--- config.mk ---
export PLATFORM = sky130hd
export DESIGN_NAME = ws_systolic_seq
export DESIGN_NICKNAME = d
export VERILOG_FILES = /design/src/rtl/ws_pkg.sv /design/src/rtl/ws_valid_pipe.sv /design/src/rtl/ws_systolic_seq.sv
export SDC_FILE = /design/constraint.sdc
export NUM_CORES = 1
export LEC_CHECK = 0
export BUFFER_PORTS_ARGS = -buffer_cell sky130_fd_sc_hd__clkbuf_2
export CORE_ASPECT_RATIO = 1.5
export CORE_MARGIN = 4
export CORE_UTILIZATION = 35
export CTS_CLUSTER_SIZE = 25
export DETAILED_ROUTE_END_ITERATION = 10
export HOLD_SLACK_MARGIN = 0.06
export PLACE_DENSITY_LB_ADDON = 0.3
export SETUP_SLACK_MARGIN = 0.5
export SLEW_MARGIN = 10
export SYNTH_ARGS = -nofsm -noshare
export SYNTH_HDL_FRONTEND = slang
export SYNTH_SLANG_ARGS = --single-unit
--- constraint.sdc ---
create_clock -name clk -period 2.7 [get_ports clk]
set_input_delay 0.54 -clock clk [delete_from_list [all_inputs] [get_ports clk]]
set_output_delay 0.54 -clock clk [all_outputs]
set_load 0.01 [all_outputs]
--- src/rtl/ws_pkg.sv ---
// Shared types and defaults for the weight-stationary array job sequencer.
// Holds the sequencer state encoding and the array op_sel codes.
package ws_pkg;

   localparam int DEF_IN_W    = 16;
   localparam int DEF_OUT_W   = 16;
   localparam int DEF_ROWS    = 1;
   localparam int DEF_COLS    = 4;
   localparam int DEF_ADDR_W  = 8;
   localparam int DEF_RES_LAT = 5;

   localparam logic OP_PRELOAD = 1'b0;
   localparam logic OP_CONV    = 1'b1;

   typedef enum logic [1:0] {
      ST_IDLE,
      ST_PRELOAD,
      ST_STREAM,
      ST_DRAIN
   } ws_state_e;

endpackage

--- src/rtl/ws_valid_pipe.sv ---
// Valid-tag delay line matching the array's fmap-to-result latency.
// tap marks the cycle the tagged result is on array_result; pend flags younger tags.
module ws_valid_pipe
   import ws_pkg::*;
#(
   parameter int RES_LAT = DEF_RES_LAT
) (
   input  logic clk,
   input  logic rst,
   input  logic clr,
   input  logic din,
   output logic tap,
   output logic pend
);

   logic [RES_LAT-1:0] v;

   generate
      if (RES_LAT == 1) begin : g_one
         always_ff @(posedge clk or negedge rst) begin
            if (!rst) begin
               v <= '0;
            end else if (clr) begin
               v <= '0;
            end else begin
               v <= din;
            end
         end
         assign pend = 1'b0;
      end else begin : g_deep
         always_ff @(posedge clk or negedge rst) begin
            if (!rst) begin
               v <= '0;
            end else if (clr) begin
               v <= '0;
            end else begin
               v <= {v[RES_LAT-2:0], din};
            end
         end
         assign pend = |v[RES_LAT-2:0];
      end
   endgenerate

   assign tap = v[RES_LAT-1];

endmodule

--- src/rtl/ws_systolic_seq.sv ---
// Job sequencer: preloads weights, streams fmap vectors, drains and
// captures aligned partial sums from the weight-stationary array.
module ws_systolic_seq
   import ws_pkg::*;
#(
   parameter int IN_W    = DEF_IN_W,
   parameter int OUT_W   = DEF_OUT_W,
   parameter int ROWS    = DEF_ROWS,
   parameter int COLS    = DEF_COLS,
   parameter int ADDR_W  = DEF_ADDR_W,
   parameter int RES_LAT = DEF_RES_LAT
) (
   input  logic                   clk,
   input  logic                   rst,
   input  logic                   start,
   input  logic                   abort,
   input  logic [ADDR_W-1:0]      num_vec,
   output logic                   busy,
   output logic                   done,
   output logic                   w_rd_en,
   output logic [ADDR_W-1:0]      w_rd_addr,
   input  logic [ROWS*IN_W-1:0]   w_rd_data,
   output logic                   f_rd_en,
   output logic [ADDR_W-1:0]      f_rd_addr,
   input  logic [COLS*IN_W-1:0]   f_rd_data,
   output logic [ROWS*IN_W-1:0]   kernel_in,
   output logic [COLS*IN_W-1:0]   fmap_in,
   output logic                   op_sel,
   output logic [ROWS*OUT_W-1:0]  result_in,
   input  logic [ROWS*OUT_W-1:0]  array_result,
   output logic                   res_valid,
   output logic [ROWS*OUT_W-1:0]  res_data
);

   ws_state_e         state;
   logic [ADDR_W-1:0] nvec;
   logic              kvld;
   logic              fvld;
   logic              kill;
   logic              tap;
   logic              pend;

   assign kill = abort && (state != ST_IDLE);

   // Buffer read data is already registered; a one-cycle-late read tag gates it.
   assign kernel_in = kvld ? w_rd_data : '0;
   assign fmap_in   = fvld ? f_rd_data : '0;
   assign result_in = '0;

   ws_valid_pipe #(
      .RES_LAT (RES_LAT)
   ) u_vpipe (
      .clk  (clk),
      .rst  (rst),
      .clr  (kill),
      .din  (fvld),
      .tap  (tap),
      .pend (pend)
   );

   always_ff @(posedge clk or negedge rst) begin
      if (!rst) begin
         state     <= ST_IDLE;
         nvec      <= '0;
         busy      <= 1'b0;
         done      <= 1'b0;
         w_rd_en   <= 1'b0;
         w_rd_addr <= '0;
         f_rd_en   <= 1'b0;
         f_rd_addr <= '0;
         kvld      <= 1'b0;
         fvld      <= 1'b0;
         op_sel    <= OP_PRELOAD;
      end else if (kill) begin
         state     <= ST_IDLE;
         nvec      <= '0;
         busy      <= 1'b0;
         done      <= 1'b0;
         w_rd_en   <= 1'b0;
         w_rd_addr <= '0;
         f_rd_en   <= 1'b0;
         f_rd_addr <= '0;
         kvld      <= 1'b0;
         fvld      <= 1'b0;
         op_sel    <= OP_PRELOAD;
      end else begin
         kvld <= w_rd_en;
         fvld <= f_rd_en;
         done <= 1'b0;
         unique case (state)
            ST_IDLE: begin
               if (start && !abort) begin
                  state     <= ST_PRELOAD;
                  busy      <= 1'b1;
                  nvec      <= num_vec;
                  w_rd_en   <= 1'b1;
                  w_rd_addr <= ADDR_W'(COLS - 1);
               end
            end
            ST_PRELOAD: begin
               if (w_rd_addr == '0) begin
                  w_rd_en <= 1'b0;
                  if (nvec != '0) begin
                     state     <= ST_STREAM;
                     f_rd_en   <= 1'b1;
                     f_rd_addr <= '0;
                  end else begin
                     state <= ST_DRAIN;
                  end
               end else begin
                  w_rd_addr <= w_rd_addr - 1'b1;
               end
            end
            ST_STREAM: begin
               op_sel <= OP_CONV;
               if (f_rd_addr == nvec - 1'b1) begin
                  f_rd_en   <= 1'b0;
                  f_rd_addr <= '0;
                  state     <= ST_DRAIN;
               end else begin
                  f_rd_addr <= f_rd_addr + 1'b1;
               end
            end
            ST_DRAIN: begin
               if (done) begin
                  state  <= ST_IDLE;
                  busy   <= 1'b0;
                  op_sel <= OP_PRELOAD;
               end else begin
                  op_sel <= OP_CONV;
                  // Last tag is at the tap (or none were issued): done lines up with it.
                  if (!fvld && !pend) begin
                     done <= 1'b1;
                  end
               end
            end
            default: begin
               state <= ST_IDLE;
            end
         endcase
      end
   end

   always_ff @(posedge clk or negedge rst) begin
      if (!rst) begin
         res_valid <= 1'b0;
         res_data  <= '0;
      end else if (kill) begin
         res_valid <= 1'b0;
         res_data  <= '0;
      end else begin
         res_valid <= tap;
         if (tap) begin
            res_data <= array_result;
         end
      end
   end

endmodule
==> summary.md, run 1 <==
| Metric | Value |
|---|---|
| Clk slew on worst S/H paths | 0.07 ns |
| Most common cell after layout, fill and taps aside | clkbuf_2 |
| Crit end category | flip-flop |
| Crit path buf inv count | 2 |
| Tot GR Track Use | 18.0% |
| Synthesized instance count | 403 |
| Die area | 12000 um^2 |
| PortBufs | 225 |
| Crit Path Class | flip-flop to flip-flop |
| Root Buffer | clkbuf_16 |
| Die X-Extent | 90.6 um |
| Dpl ws | 0.125 ns |
| Finished Core Util | 51.9% |
| Post-synth EDFFs | 0 |
| Post-synthesis sequential area ratio | 38.4% |
| DR WL/cell | 15.0 um |
| Vias in the first global route | 3611 |
| Clock Sinks | 55 |
| Ratio of cells with drive above 1 in the final layout | a little under half |
| I/O Pins | approximately 240 |
| Headroom to the max-slew limit | 41.6% |
| Row cnt | 45 |
| Final Hold Viols | 0 |
| Slew Limit Fails | 0 |
| Syn. warnings | 0 |
| First-pass GRT wire length | approximately 18000 um |
| Layout area overhead | 46.1% |
| Clk buf depth | 2 |
| Max Cap Violations | 0 |
| Worst setup SP type | flip-flop |
| Worst setup margin | 0.186 ns |
| CP max stage cell | or4_4 |
| CTS tree | built |
| Cts hold-fix bufs | 0 |
| Crit path time final | about 2.5 ns |
| Setup-failing EPs final | 0 |
| VDD IR max | 423 uV |
| Die Y | 132 um |
| PwrDens | 1030 nW/um^2 |
| Htree depth | 2 |
| Async SR Flop Fraction | between 90% and 100% |
| Tightest Pin Transition | slightly below 0.9 ns |
| Detailed Place HPWL | 9130 um |
| Netlist Area Pre-Place | 3580 um^2 |
| Routability cong. | 0.906 |
| Post-route DRC | 0 |
| Fin nets | 750 |
| Antenna Nets Post-Route | 0 |
| First-pass DRT Iterations | 4 |
| RSZ-0062 raised after global routing | yes |
| LEAKAGE | 2.75 nW |
| Reg2reg start | nvec[0] |
| Number of DRC markers in iteration 0 | 142 |
| DP Area | 4860 um^2 |
| Crit path launch | nvec[0] |
| Max incr delay on CP | between 0.4 and 0.5 ns |
| CTS buffer count | 5 |
| Clock latency on the worst-skew pair | 0.29 ns |
| Post-route setup TNS | 0 ns |
| Placeable Area | 10100 um^2 |
| Pin count of the biggest net entering global routing | 65 |
| Cell family with most CP delay | compound AO/OA/AOI/OAI gates |
| Antenna violations before repair | 0 |
| Post-route cell area | 5230 um^2 |
| WL final | 11300 um |
| Via count | 3589 |
| Critical Path AT | 2.68 ns |
| Primary FF master, synth | dfrtp_1 |
| ANT cells | 0 |
| Remaining Overflow, GRT | 0 |
| Worst Hold Class | primary input to asynchronous set/reset pin |
| Largest fanout on the critical path | 4 |
| Most frequent cells in the layout | clkbuf_2 (225), and2_1 (89), dfrtp_1 (55) |
| Post-synthesis cell type count | 53 |
| Via density | roughly 4.8 |
| Syn avg cell area | 8.89 um^2 |
| Final worst path period share | 93.1% |
| Synth Register Bits | 55 |
| Clock skew after layout | 0.00639 ns |
| Initial Util | 35.6% |
| Critical Path, Cell by Cell | inv_4 > ha_4 > or3b_4 > or4_4 > a2111oi_4 > a31oi_4 > buf_6 > o31ai_4 > o41ai_2 |
| Fmax | 398 MHz |
| Status | complete, no violations |
| Req. time, crit path | 2.86 ns |
[metrics by stage]
step                      hold slack [ns]  cells  power (mW)
after global placement              0.418    735        4.23
after floorplan                     0.244    418        3.26
after detailed placement            0.412    735        4.31
after CTS                           0.274    748        5.29
after global routing                0.316    751        5.79
final                               0.254    751        5.40
[where the power goes]
group	switching [mW]	internal [mW]	total, mW	leakage (nW)
logic	1.66	1.43	3.09	1.93
clock network	0.292	0.532	0.824	0.0911
registers	0.356	1.13	1.48	0.728
total	2.30	3.09	5.40	2.75
[per-layer routing]
layer	part of all wire (%)	up-vias	global-route usage (%)
li1	-	1776	-
met1	38	1657	20.6
met2	54	150	33.6
met3	7.6	6	3.88
met4	0.82	0	4.26
met5	0	-	0
[area by class of cell]
| type | instances | area, um^2 |
|---|---|---|
| Clock buffer | 6 | 129 |
| Clock inverter | 2 | 60.1 |
| Fill cell | 956 | 4840 |
| Inverter | 14 | 55.1 |
| Multi-Input combinational cell | 309 | 2140 |
| Sequential cell | 55 | 1380 |
| Tap cell | 117 | 146 |
| Timing Repair Buffer | 248 | 1320 |
[sequential cells by signal (all words and copies together), names as in the netlist, 2 cells and up]
name,cells
f_rd_addr,8
res_data,16
state,2
u_vpipe.v,5
nvec,8
w_rd_addr,8
[path summary, 6_finish.rpt]
path,endpoint,depth (start not counted),slack [ns]
hold / removal,f_rd_addr[0],1,0.25
setup / recovery,state[0],9,0.19
hold reg to reg,done,1,0.43
max in group asynchronous,done,2,1.85
min in group clk,done,1,0.43
setup reg to reg,state[0],9,0.19
[cells in the mapped netlist, types with 9 or more instances]
cell	count	area (um^2)
and2_1	89	557
buf_4	16	120
clkbuf_1	21	78.8
dfrtp_1	55	1380
ha_1	9	113
inv_1	14	52.6
mux2i_1	18	180
nand2_1	34	128
nand3_1	12	60.1
nor2_1	31	116
o21ai_0	9	45.0
[worst reg2reg max path, stage by stage, from the launching register on]
cell and delay (ns):
dfrtp_1 0.42, inv_4 0.07, ha_4 0.11, or3b_4 0.37, or4_4 0.43, a2111oi_4 0.38, a31oi_4 0.16, buf_6 0.16
o31ai_4 0.18, o41ai_2 0.11
[kinds of logic after synthesis]
group                      synth area share (%)
other                                     0.105
xor gates and xnor gates                   2.93
AOI/OAI and AO/OA                          11.8
adders and majority gates                  3.14
DFF                                        38.4
muxes                                      5.66
and+or+nand+nor                            30.4
buffers and inverters                      7.58
[timing repair]
action / CTS / global route
endpoints found under the setup margin: 12 / 16
setup buffers: 5 / 3
pin swaps: 4 / 3
gates resized for setup: 13 / 15
No activity file was read; power rests on OpenSTA's default activity.
==> run 2, diff against run 1 <==
SYNTH_HIERARCHICAL = 1   (was unset)
==> summary.md, run 2 <==
| Metric | Value |
|---|---|
| Die Y | 132 um (about the same) |
| First-pass DRT Iterations | 4 (unchanged) |
| WL final | 12300 um (was 11300 um) |
| Clk slew on worst S/H paths | 0.07 ns (about the same) |
| Pin count of the biggest net entering global routing | 64 (was 65) |
| Post-route setup TNS | 0 ns (unchanged) |
| ANT cells | 0 (unchanged) |
| Post-route DRC | 0 (unchanged) |
| Synth area leaders | dfrtp_1 (38%), and2_1 (15%), mux2i_1 (5.0%), buf_4 (3.3%), ha_1 (3.1%) (was dfrtp_1 (38%), and2_1 (16%), mux2i_1 (5.0%), nand2_1 (3.6%), buf_4 (3.4%)) |
| Cell taking the most area after synthesis | dfrtp_1 (unchanged) |
| Die X-Extent | 90.8 um (was 90.6 um) |
| Crit Path Class | flip-flop to flip-flop (unchanged) |
| Worst setup margin | 0.482 ns (was 0.186 ns) |
| Tot GR Track Use | 19.6% (was 18.0%) |
| Status | complete, no violations (unchanged) |
| Dpl ws | 0.413 ns (was 0.125 ns) |
| Tightest Pin Transition | 0.926 ns (was 0.877 ns) |
| Number of DRC markers in iteration 0 | 97 (was 142) |
| Remaining Overflow, GRT | 0 (unchanged) |
| Detailed Place HPWL | 10100 um (was 9130 um) |
| VDD IR max | 593 uV (was 423 uV) |
| Post-synthesis cell type count | 59 (was 53) |
| Flip-flop count of the largest register after layout | 16 (unchanged) |
| Headroom to the max-slew limit | 38.3% (was 41.6%) |
| DR WL/cell | 16.7 um (was 15.0 um) |
| Most frequent cells in the layout | clkbuf_2 (225), and2_1 (84), dfrtp_1 (54) (was clkbuf_2 (225), and2_1 (89), dfrtp_1 (55)) |
| Routability cong. | 0.881 (was 0.906) |
| Layout area overhead | 40.0% (was 46.1%) |
| Ratio of cells with drive above 1 in the final layout | 43.1% (was 45.7%) |
| Synth Register Bits | 55 (unchanged) |
| Syn. warnings | 6 (was 0) |
| Antenna Nets Post-Route | 0 (unchanged) |
| Antenna violations before repair | 0 (unchanged) |
| Post-synthesis sequential area ratio | 38.3% (was 38.4%) |
| Final Power | 5.04 mW (was 5.40 mW) |
| Placeable Area | 10100 um^2 (unchanged) |
| Primary FF master, synth | dfrtp_1 (unchanged) |
| Fin nets | 737 (was 750) |
| Final worst path period share | 82.1% (was 93.1%) |
| DP Area | 4780 um^2 (was 4860 um^2) |
| Crit path time final | 2.22 ns (was 2.51 ns) |
| Biggest register | res_data (unchanged) |
| Most instantiated library cell after synthesis | and2_1 (unchanged) |
| Via count | 3600 (was 3589) |
| Slew Limit Fails | 0 (unchanged) |
| PwrDens | 1000 nW/um^2 (was 1030 nW/um^2) |
| Crit end category | flip-flop (unchanged) |
| Worst setup SP type | flip-flop (unchanged) |
| Post-synth EDFFs | 0 (unchanged) |
| Largest fanout on the critical path | 6 (was 4) |
| Via density | 4.88 (was 4.78) |
| Req. time, crit path | 2.88 ns (was 2.86 ns) |
| I/O Pins | 242 (unchanged) |
| Syn avg cell area | 9.08 um^2 (was 8.89 um^2) |
| Synth top area share | 38.3% (was 38.4%) |
| Worst R2R Setup Slack | 0.48 ns (was 0.19 ns) |
| Initial Util | 35.7% (was 35.6%) |
| Root Buffer | clkbuf_16 (unchanged) |
| Clock skew after layout | 0.00472 ns (was 0.00639 ns) |
| Row cnt | 45 (unchanged) |
| Clock latency on the worst-skew pair | 0.29 ns (about the same) |
| Clock Sinks | 55 (unchanged) |
| CTS tree | built (unchanged) |
| Most common cell after layout, fill and taps aside | clkbuf_2 (unchanged) |
| Max Cap Violations | 0 (unchanged) |
| Critical Path AT | 2.40 ns (was 2.68 ns) |
| Die area | 12000 um^2 (about the same) |
| Async SR Flop Fraction | 100% (unchanged) |
| Netlist Area Pre-Place | 3600 um^2 (was 3580 um^2) |
| RSZ-0062 raised after global routing | yes (unchanged) |
| Htree depth | 2 (unchanged) |
| Final Hold Viols | 0 (unchanged) |
| Worst Hold Class | primary input to asynchronous set/reset pin (unchanged) |
| CTS buffer count | 5 (unchanged) |
| Fmax | 451 MHz (was 398 MHz) |
| Cts hold-fix bufs | 0 (unchanged) |
| Vias in the first global route | 3499 (was 3611) |
| Post-route cell area | 5030 um^2 (was 5230 um^2) |
| PortBufs | 225 (unchanged) |
| First-pass GRT wire length | 18800 um (was 17700 um) |
| Setup-failing EPs final | 0 (unchanged) |
| Clk buf depth | 2 (unchanged) |
| Synth top cells by count | and2_1 (84), dfrtp_1 (55), nor2_1 (30) (was and2_1 (89), dfrtp_1 (55), nand2_1 (34)) |
| LEAKAGE | 2.71 nW (was 2.75 nW) |
| Hold slack | 0.324 ns (was 0.254 ns) |
| Synthesized instance count | 396 (was 403) |
[run 2: cell families after synthesis]
logic type                 count (synthesis)  share of synthesized area [%]
and+or+nand+nor                          179                           28.1
AOI/OAI and AO/OA                         59                           12.3
DFF                                       55                           38.3
buffers and inverters                     54                           7.58
muxes                                     22                           6.26
xor gates and xnor gates                  16                           3.90
adders and majority gates                 10                           3.41
other                                      1                          0.104
[run 2: repair_timing]
action,CTS,global route
pin swaps,3,3
endpoints found under the setup margin,8,18
endpoints found under the hold margin,0,0
setup buffers,4,2
resized for setup,2,8
[run 2: path summary, 6_finish.rpt]
kind / end / start / cells past startpoint
worst max register to register: state[0] / nvec[1] / 8
worst max-delay path: state[0] / nvec[1] / 8
worst min-delay path: f_rd_addr[0] / rst / 1
max in group asynchronous: state[0] / rst / 2
min in group clk: res_data[15] / array_result[15] / 3
worst min register to register: u_vpipe/v[1] / u_vpipe/v[0] / 1
[run 2: final cells by class]
cell class | count | area, um^2
multi-input combinational | 302 | 2050
inverter | 17 | 63.8
sequential | 55 | 1380
clock inverter | 2 | 37.5
timing repair buffer | 239 | 1230
clock buffer | 5 | 125
tap | 117 | 146
fill | 961 | 5040
[run 2: per-layer routing]
layer | routed length [um] | track usage [%] | up-vias
li1 | - | - | 1744
met1 | 4600 | 21.0 | 1704
met2 | 6440 | 36.4 | 136
met3 | 904 | 5.03 | 16
met4 | 392 | 7.55 | 0
met5 | 0 | 0 | -
[run 2: per-stage QoR]
stage,std cells,util (%)
after floorplan,411,-
after global placement,724,47.4
after detailed placement,724,47.4
after CTS,735,49.4
after global routing,737,50.0
final,737,50.0
[run 2: worst max-delay path, stage by stage (launching register included)]
cell and delay (ns):
dfrtp_1 0.41, inv_1 0.10, ha_4 0.27, xor2_1 0.14, o211ai_1 0.13, a221oi_2 0.29, o2111ai_4 0.23, a21oi_2 0.22
mux2_4 0.31
[run 2: power by group]
group          total [mW]  internal [mW]  switching, mW
logic                2.87           1.30           1.58
clock network       0.728          0.433          0.295
registers            1.44           1.10          0.336
total                5.04           2.83           2.21
==> run 3, diff against run 2 <==
clock period = 1.9 ns   (was 2.7 ns; I/O delays follow)
==> summary.md, run 3 (same netlist as run 2, synthesis figures left out) <==
| Metric | Value |
|---|---|
| Status | complete, but fails checks (was complete, no violations) |
| Failing checks | setup timing |
| Headroom to the max-slew limit | 66.1% (was 38.3%) |
| Via density | 4.89 (was 4.88) |
| Initial Util | 35.7% (unchanged) |
| Final Power | 9.41 mW (was 5.04 mW) |
| Clock skew after layout | 0.00810 ns (was 0.00472 ns) |
| Slew Limit Fails | 0 (unchanged) |
| Row cnt | 45 (unchanged) |
| Dpl ws | -0.243 ns (was 0.413 ns) |
| Critical Path AT | 2.30 ns (was 2.40 ns) |
| RSZ-0062 raised after global routing | yes (unchanged) |
| Ratio of cells with drive above 1 in the final layout | 57.6% (was 43.1%) |
| Flip-flop count of the largest register after layout | 16 (unchanged) |
| Clk buf depth | 2 (unchanged) |
| LEAKAGE | 3.15 nW (was 2.71 nW) |
| Via count | 3883 (was 3600) |
| Final worst path period share | 111% (was 82.1%) |
| VDD IR max | 837 uV (was 593 uV) |
| Crit Path Class | flip-flop to flip-flop (unchanged) |
| PwrDens | 1530 nW/um^2 (was 1000 nW/um^2) |
| Layout area overhead | 71.0% (was 40.0%) |
| Die Y | 132 um (unchanged) |
| Post-route DRC | 0 (unchanged) |
| Antenna violations before repair | 0 (unchanged) |
| Number of DRC markers in iteration 0 | 117 (was 97) |
| Placeable Area | 10100 um^2 (unchanged) |
| Most common cell after layout, fill and taps aside | clkbuf_2 (unchanged) |
| Detailed Place HPWL | 10200 um (was 10100 um) |
| Clock Sinks | 55 (unchanged) |
| CP max stage cell | dfrtp_1 (unchanged) |
| Worst setup margin | -0.209 ns (was 0.482 ns) |
| Fin nets | 793 (was 737) |
| Biggest register | res_data (unchanged) |
| Worst setup SP type | flip-flop (unchanged) |
| Critical Path, Cell by Cell | inv_1 > ha_1 > xor2_1 > o211ai_1 > a221oi_2 > o2111ai_4 > a21oi_2 > mux2_4 (was inv_1 > ha_4 > xor2_1 > o211ai_1 > a221oi_2 > o2111ai_4 > a21oi_2 > mux2_4) |
| Max Cap Violations | 0 (unchanged) |
| Fmax | 474 MHz (was 451 MHz) |
| Antenna Nets Post-Route | 0 (unchanged) |
| CTS tree | built (unchanged) |
| Tightest Pin Transition | 0.508 ns (was 0.926 ns) |
| Worst Hold Class | primary input to flip-flop (was primary input to asynchronous set/reset pin) |
| Most frequent cells in the layout | clkbuf_2 (207), and2_1 (68), dfrtp_1 (48) (was clkbuf_2 (225), and2_1 (84), dfrtp_1 (54)) |
| Post-route insts no fill | 794 (was 737) |
| Req. time, crit path | 2.09 ns (was 2.88 ns) |
| Tot GR Track Use | 20.1% (was 19.6%) |
| Pin count of the biggest net entering global routing | 39 (was 64) |
| Htree depth | 2 (unchanged) |
| Die X-Extent | 90.8 um (unchanged) |
| Placed cells | 760 (was 724) |
| ANT cells | 0 (unchanged) |
| PortBufs | 225 (unchanged) |
| Die area | 12000 um^2 (unchanged) |
| Final Hold Viols | 0 (unchanged) |
| Routability cong. | 0.883 (was 0.881) |
| Max incr delay on CP | 0.37 ns (was 0.41 ns) |
| Cell family with most CP delay | compound AO/OA/AOI/OAI gates (unchanged) |
| DR WL/cell | 16.8 um (was 16.7 um) |
| Root Buffer | clkbuf_16 (unchanged) |
| Largest fanout on the critical path | 6 (unchanged) |
| I/O Pins | 242 (unchanged) |
| Clk slew on worst S/H paths | 0.07 ns (about the same) |
| Setup-failing EPs final | 60 (was 0) |
| Vias in the first global route | 3739 (was 3499) |
| First-pass DRT Iterations | 4 (unchanged) |
| Crit end category | flip-flop (unchanged) |
| Crit path time final | 2.11 ns (was 2.22 ns) |
| WL final | 13300 um (was 12300 um) |
| Crit path buf inv count | 1 (unchanged) |
| CTS buffer count | 5 (unchanged) |
| Remaining Overflow, GRT | 0 (unchanged) |
| Hold slack | 0.382 ns (was 0.324 ns) |
| First-pass GRT wire length | 19400 um (was 18800 um) |
| Clock latency on the worst-skew pair | 0.30 ns (was 0.29 ns) |
[run 3: worst register-to-register path, cell delays in order (launching register included)]
cell       delay [ns]
dfrtp_1          0.37
inv_1            0.05
ha_1             0.28
xor2_1           0.15
o211ai_1         0.11
a221oi_2         0.26
o2111ai_4        0.24
a21oi_2          0.24
mux2_4           0.31
[run 3: layout make-up]
class | count | area [um^2]
timing repair buffer | 295 | 1940
clock buffer | 6 | 139
sequential | 55 | 1390
fill | 855 | 3930
multi-input combinational | 302 | 2430
tap | 117 | 146
inverter | 17 | 76.3
clock inverter | 2 | 35.0
[run 3: what timing repair did]
action,in CTS,in global routing
endpoints found under the setup margin,131,136
pin swaps,8,30
gates resized for setup,48,97
endpoints found under the hold margin,17,0
gates cloned,0,2
buffers inserted,13,10
hold buffers,1,0
[run 3: final timing paths]
kind                                end  slack, ns        startpoint  depth (start not counted)
max                            state[0]      -0.21           nvec[0]                          8
min                        res_data[15]       0.38  array_result[15]                          3
max reg2reg                    state[0]      -0.21           nvec[0]                          8
min reg2reg                u_vpipe/v[4]       0.50      u_vpipe/v[3]                          1
max in group asynchronous  w_rd_addr[5]       0.75               rst                          3
min in group asynchronous       nvec[7]       0.57               rst                          2
[run 3: per-layer routing]
layer | wire length, um | GRT usage [%] | share of wire (%) | up-vias
met5 | 0 | 0 | 0 | -
met4 | 223 | 6.29 | 1.7 | 0
met3 | 1040 | 3.54 | 7.8 | 13
met2 | 6990 | 35.7 | 52 | 172
met1 | 5080 | 24.6 | 38 | 1838
li1 | - | - | - | 1860
[run 3: report_power, final]
part           internal (mW)  switching [mW]
sequential              1.57           0.378
clock                  0.656           0.419
combinational           3.25            3.13
[run 3: through the flow]
step / setup TNS, ns / area [um^2] / utilization, %
2_1_floorplan: -0.402 / 3770 / -
3_3_place_gp: -0.878 / 5150 / 51.1
3_5_place_dp: -1.41 / 5150 / 51.1
4_1_cts: -1.57 / 5660 / 56.1
5_1_grt: -9.01 / 6150 / 61.0
6_report: -2.67 / 6150 / 61.0
